==> src/rtl/counter_pkg.sv <==
// Shared constants and helpers for the up/down modulo counter family.
// Pure declarations, no timing or flow control.
package counter_pkg;

  localparam logic DIR_UP   = 1'b1;
  localparam logic DIR_DOWN = 1'b0;

  // Limits a load value to the legal count range 0..mod-1.
  function automatic logic [31:0] clamp_mod(input logic [31:0] val, input logic [31:0] mod);
    return (val >= mod) ? (mod - 32'd1) : val;
  endfunction

endpackage

==> src/rtl/counter_tc_detect.sv <==
// Combinational Out==0 / Out==MOD-1 detect, shared by terminal count and next-state logic.
// Zero latency; no flow control.
module counter_tc_detect #(
  parameter int WIDTH = 5,
  parameter int MOD   = 32
) (
  input  logic [WIDTH-1:0] i_cnt,
  output logic             o_is_zero,
  output logic             o_is_max
);

  localparam logic [WIDTH:0] MAX_EXT = {1'b0, WIDTH'(MOD - 1)};

  assign o_is_zero = (i_cnt == '0);
  assign o_is_max  = ({1'b0, i_cnt} == MAX_EXT);

endmodule

==> src/rtl/counter_updown_mod.sv <==
// Parametrised up/down modulo counter with load, registered carry/borrow pulses and comb terminal count.
// One-cycle update per enabled edge, never stalls; COUNTER_SAT_EN selects saturating instead of wrapping ends.
module counter_updown_mod
  import counter_pkg::*;
#(
  parameter int WIDTH     = 5,
  parameter int MOD       = 32,
  parameter int RESET_VAL = 0
) (
  input  logic             Clk,
  input  logic             Rst_n,
  input  logic             E,
  input  logic             D,
  input  logic             Load,
  input  logic [WIDTH-1:0] Load_Val,
  output logic [WIDTH-1:0] Out,
  output logic             O_Carry,
  output logic             O_Borrow,
  output logic             O_Tc
);

  localparam logic [WIDTH-1:0] MAX_V   = WIDTH'(MOD - 1);
  localparam logic [WIDTH-1:0] RST_V   = WIDTH'(RESET_VAL);
  localparam logic [WIDTH:0]   ONE_EXT = 1;

  logic [WIDTH-1:0] r_out;
  logic             r_carry;
  logic             r_borrow;

  logic             w_is_zero;
  logic             w_is_max;
  logic [WIDTH:0]   w_cnt_ext;
  logic [WIDTH:0]   w_inc;
  logic [WIDTH:0]   w_dec;
  logic             w_up_wrap;
  logic             w_dn_wrap;
  logic [WIDTH-1:0] w_up_val;
  logic [WIDTH-1:0] w_dn_val;
  logic [WIDTH-1:0] w_load_val;

  counter_tc_detect #(
    .WIDTH (WIDTH),
    .MOD   (MOD)
  ) u_tc_detect (
    .i_cnt     (r_out),
    .o_is_zero (w_is_zero),
    .o_is_max  (w_is_max)
  );

  assign w_cnt_ext  = {1'b0, r_out};
  assign w_inc      = w_cnt_ext + ONE_EXT;
  assign w_dec      = w_cnt_ext - ONE_EXT;
  // The extra bit covers MOD == 2**WIDTH, where the end of range is plain overflow.
  assign w_up_wrap  = w_is_max | w_inc[WIDTH];
  assign w_dn_wrap  = w_is_zero | w_dec[WIDTH];
  assign w_load_val = WIDTH'(clamp_mod(32'(Load_Val), 32'(MOD)));

`ifdef COUNTER_SAT_EN
  assign w_up_val = w_up_wrap ? MAX_V : w_inc[WIDTH-1:0];
  assign w_dn_val = w_dn_wrap ? '0    : w_dec[WIDTH-1:0];
`else
  assign w_up_val = w_up_wrap ? '0    : w_inc[WIDTH-1:0];
  assign w_dn_val = w_dn_wrap ? MAX_V : w_dec[WIDTH-1:0];
`endif

  always_ff @(posedge Clk or negedge Rst_n) begin
    if (!Rst_n) begin
      r_out    <= RST_V;
      r_carry  <= 1'b0;
      r_borrow <= 1'b0;
    end else begin
      r_carry  <= 1'b0;
      r_borrow <= 1'b0;
      if (Load) begin
        r_out <= w_load_val;
      end else if (E) begin
        if (D == DIR_UP) begin
          r_out   <= w_up_val;
          r_carry <= w_up_wrap;
        end else begin
          r_out    <= w_dn_val;
          r_borrow <= w_dn_wrap;
        end
      end
    end
  end

  assign Out      = r_out;
  assign O_Carry  = r_carry;
  assign O_Borrow = r_borrow;
  assign O_Tc     = E & ((D == DIR_UP) ? w_is_max : w_is_zero);

endmodule

==> config.mk <==
export PLATFORM = sky130hd
export DESIGN_NAME = counter_updown_mod
export DESIGN_NICKNAME = d
export VERILOG_FILES = /design/src/rtl/counter_pkg.sv /design/src/rtl/counter_tc_detect.sv /design/src/rtl/counter_updown_mod.sv
export SDC_FILE = /design/constraint.sdc
export NUM_CORES = 1
export LEC_CHECK = 0
export ABC_CLOCK_PERIOD_IN_PS = 4400
export CORE_AREA = 2 2 39 41
export DETAILED_ROUTE_END_ITERATION = 16
export DIE_AREA = 0 0 41 43
export PLACE_DENSITY = 0.76
export SLEW_MARGIN = 20
export SYNTH_ARGS = -nofsm -noshare
export SYNTH_HDL_FRONTEND = slang
export SYNTH_SLANG_ARGS = --single-unit
==> constraint.sdc <==
create_clock -name Clk -period 4.4 [get_ports Clk]
set_input_delay 1.32 -clock Clk [delete_from_list [all_inputs] [get_ports Clk]]
set_output_delay 1.32 -clock Clk [all_outputs]
set_load 0.02 [all_outputs]
==> impl_metrics.toml, run 1 <==
[outcome]
status = "completed"

[global_routing]
grt_pass1_vias = 573
grt_pass1_wl_mm = 2.49
grt_overflow = 0
antenna_found_initial = 0
grt_max_degree = 14
grt.total_usage = 0.211

[sta]
setup_viol = 0
drv_slew = 0
finClkSkew_ps = 4.02
rsz0062_at_grt = "false"
hold_violations = 0
fin_ws_ps = 118
worst_pin_slew_ps = 435
setup_tns_ps = 0
fmax_mhz = 234
fin_crit_ps = 4280
period_share = 0.973
maxSlewHeadroom = 0.709

[min_path]
hold_class = "reg2reg"

[logic_synthesis]
synth_common_cells = "7 x a21oi_1, 7 x dfrtp_1, 7 x nor2_1, 6 x inv_1"
syn_inst = 67
ys_seq_elements = 7
synth_edf_count = 0
ys_async_sr_fraction = 1.00
yosysWarningCount = 0
synth_top_area_frac = 0.296
syn_nets = 80
yosys-top-cells-area = "dfrtp_1 30%, ha_1 6.3%, a21oi_1 5.9%"
ys.flop_type = "dfrtp_1"
synthesis.area_um2 = 592
avgSynthCellArea_um2 = 8.83
yosysUniqueCellTypes = 30
ys_seq_area_frac = 0.296
yosys.area.top_type = "dfrtp_1"

[worst_setup_path]
cp.arrival_ps = 2960
critPathRequiredTime_ps = 3080
crit_fanout = 6
cp-end-kind = "primary output"
cp-start-kind = "input pin"
critPathKind = "in2out"

[cells_and_area]
synthToLayoutAreaGrowth_pct = 33.8
layout-drive-gt1-share = 0.128
insertedDiodeCount = 0
nNetsFinal = 100
final_util = 0.572

[place]
place_congestion = 0.840
dp_hpwl_mm = 1.15
pre_cts_slack_ps = 104
io_buffer_count = 17

[drt]
routedWlPerCell_um = 15.5
drc_errors = 0
ant_nets = 0
vias = 617
drtIter0Drc = 28
dr_wl_met3_um = 102
route.met2.wl_um = 864
drt_wl_total_mm = 1.59
via_per_inst = 6.05
dr.max_layer_used = "met3"
met1Wirelength_um = 618
drtPass1Iterations = 4

[die]
start_util = 0.428
die_x_um = 41
core_area_mm2 = 0.00138
ios = 18
num_rows = 14
die_h_um = 43
dieArea_mm2 = 0.00176

[cts]
clk_path_buf_depth = 2
tritoncts = "done"
clock_latency_ps = 250
clock-sinks = 7
cts_hold_buf = 0
clk_pin_slew_ps = 50
htree_num_levels = 1
cts-root-buf = "clkbuf_4"
cts-resized-gates = 0
cts_setup_buffers = 0
cts_buffers = 3

[power]
leakage_nw = 0.322
ir_drop_mv = 0.120
p_per_area_mw_per_mm2 = 282
p_total_mw = 0.223

[run]
max_cap_viol_count = 0
## layout by cell type, fill, tap and decap left out, types with 3 or more instances in the layout
cell             instances
clkdlybuf4s50_1         17
ha_1                     3
nor2_1                   7
a21oi_1                  7
clkbuf_4                 3
inv_1                    6
o21ai_0                  5
nand2_1                  5
dfrtp_1                  7
## power breakdown
part / switching, mW / total (mW) / internal (mW) / leakage, nW
registers: 0.0187 / 0.0887 / 0.0700 / 0.0871
clock network: 0.0235 / 0.0581 / 0.0346 / 0.0150
logic: 0.0375 / 0.0764 / 0.0389 / 0.220
total: 0.0798 / 0.223 / 0.143 / 0.322
## worst paths after layout
path	startpoint	end	slack, ps	cells past startpoint
min in group asynchronous	Rst_n	Out[2]$_DFFE_PN0P_	1320	1
worst max register to register	Out[0]$_DFFE_PN0P_	Out[2]$_DFFE_PN0P_	2260	6
worst min register to register	Out[4]$_DFFE_PN0P_	Out[4]$_DFFE_PN0P_	780	2
max in group asynchronous	Rst_n	O_Borrow$_DFF_PN0_	2840	1
worst max-delay path	D	O_Tc	120	5
worst min-delay path	Out[4]$_DFFE_PN0P_	Out[4]$_DFFE_PN0P_	780	2
## layer usage
metal	track usage	vias to the layer above
li1	-	288
met3	0.0314	0
met5	0	-
met2	0.341	34
met1	0.246	295
met4	0.127	0
## registers in the layout, summed over array words and instances, names as in the netlist
name / flops
Out: 5
O_Borrow: 1
O_Carry: 1
## layout make-up
| type | instances | area, um2 |
|---|---|---|
| well taps | 16 | 20.0 |
| fillers | 126 | 592 |
| flip-flops and latches | 7 | 175 |
| multi-input cells | 50 | 363 |
| clock buffers | 4 | 26.3 |
| repair buffers | 19 | 185 |
| inverters | 6 | 22.5 |
## through the flow
stage | hold slack (ps) | area (um2) | cells
after floorplan | 766 | 592 | 67
after global placement | 758 | 766 | 98
after detailed placement | 776 | 766 | 98
after CTS | 786 | 792 | 102
after global routing | 816 | 792 | 102
final | 784 | 792 | 102
## cells by family (layout without fill, tap and decap cells)
group,Yosys count,count (layout),share of synthesized area
AOI/OAI and AO/OA,22,22,0.277
xor gates and xnor gates,1,1,0.0148
adders and majority gates,3,3,0.0634
buffers and inverters,10,29,0.0909
DFF,7,7,0.296
muxes,1,1,0.0169
and+or+nand+nor,23,23,0.241
## critical path, cell delays in order
cell and delay, ps:
clkdlybuf4s50_1 550, nor4_4 230, nand2_1 90, a21oi_1 160, clkdlybuf4s50_1 620
Note: power is estimated with default switching activity, not from simulation.
==> inputs of run 2 (changes only) <==
--- a/config.mk
+++ b/config.mk
@@ -10,7 +10,6 @@
 export DETAILED_ROUTE_END_ITERATION = 16
 export DIE_AREA = 0 0 41 43
 export PLACE_DENSITY = 0.76
-export SLEW_MARGIN = 20
 export SYNTH_ARGS = -nofsm -noshare
 export SYNTH_HDL_FRONTEND = slang
 export SYNTH_SLANG_ARGS = --single-unit
==> results of run 2 <==
No change in the layout: final DEF, timing and power equal those of run 1.
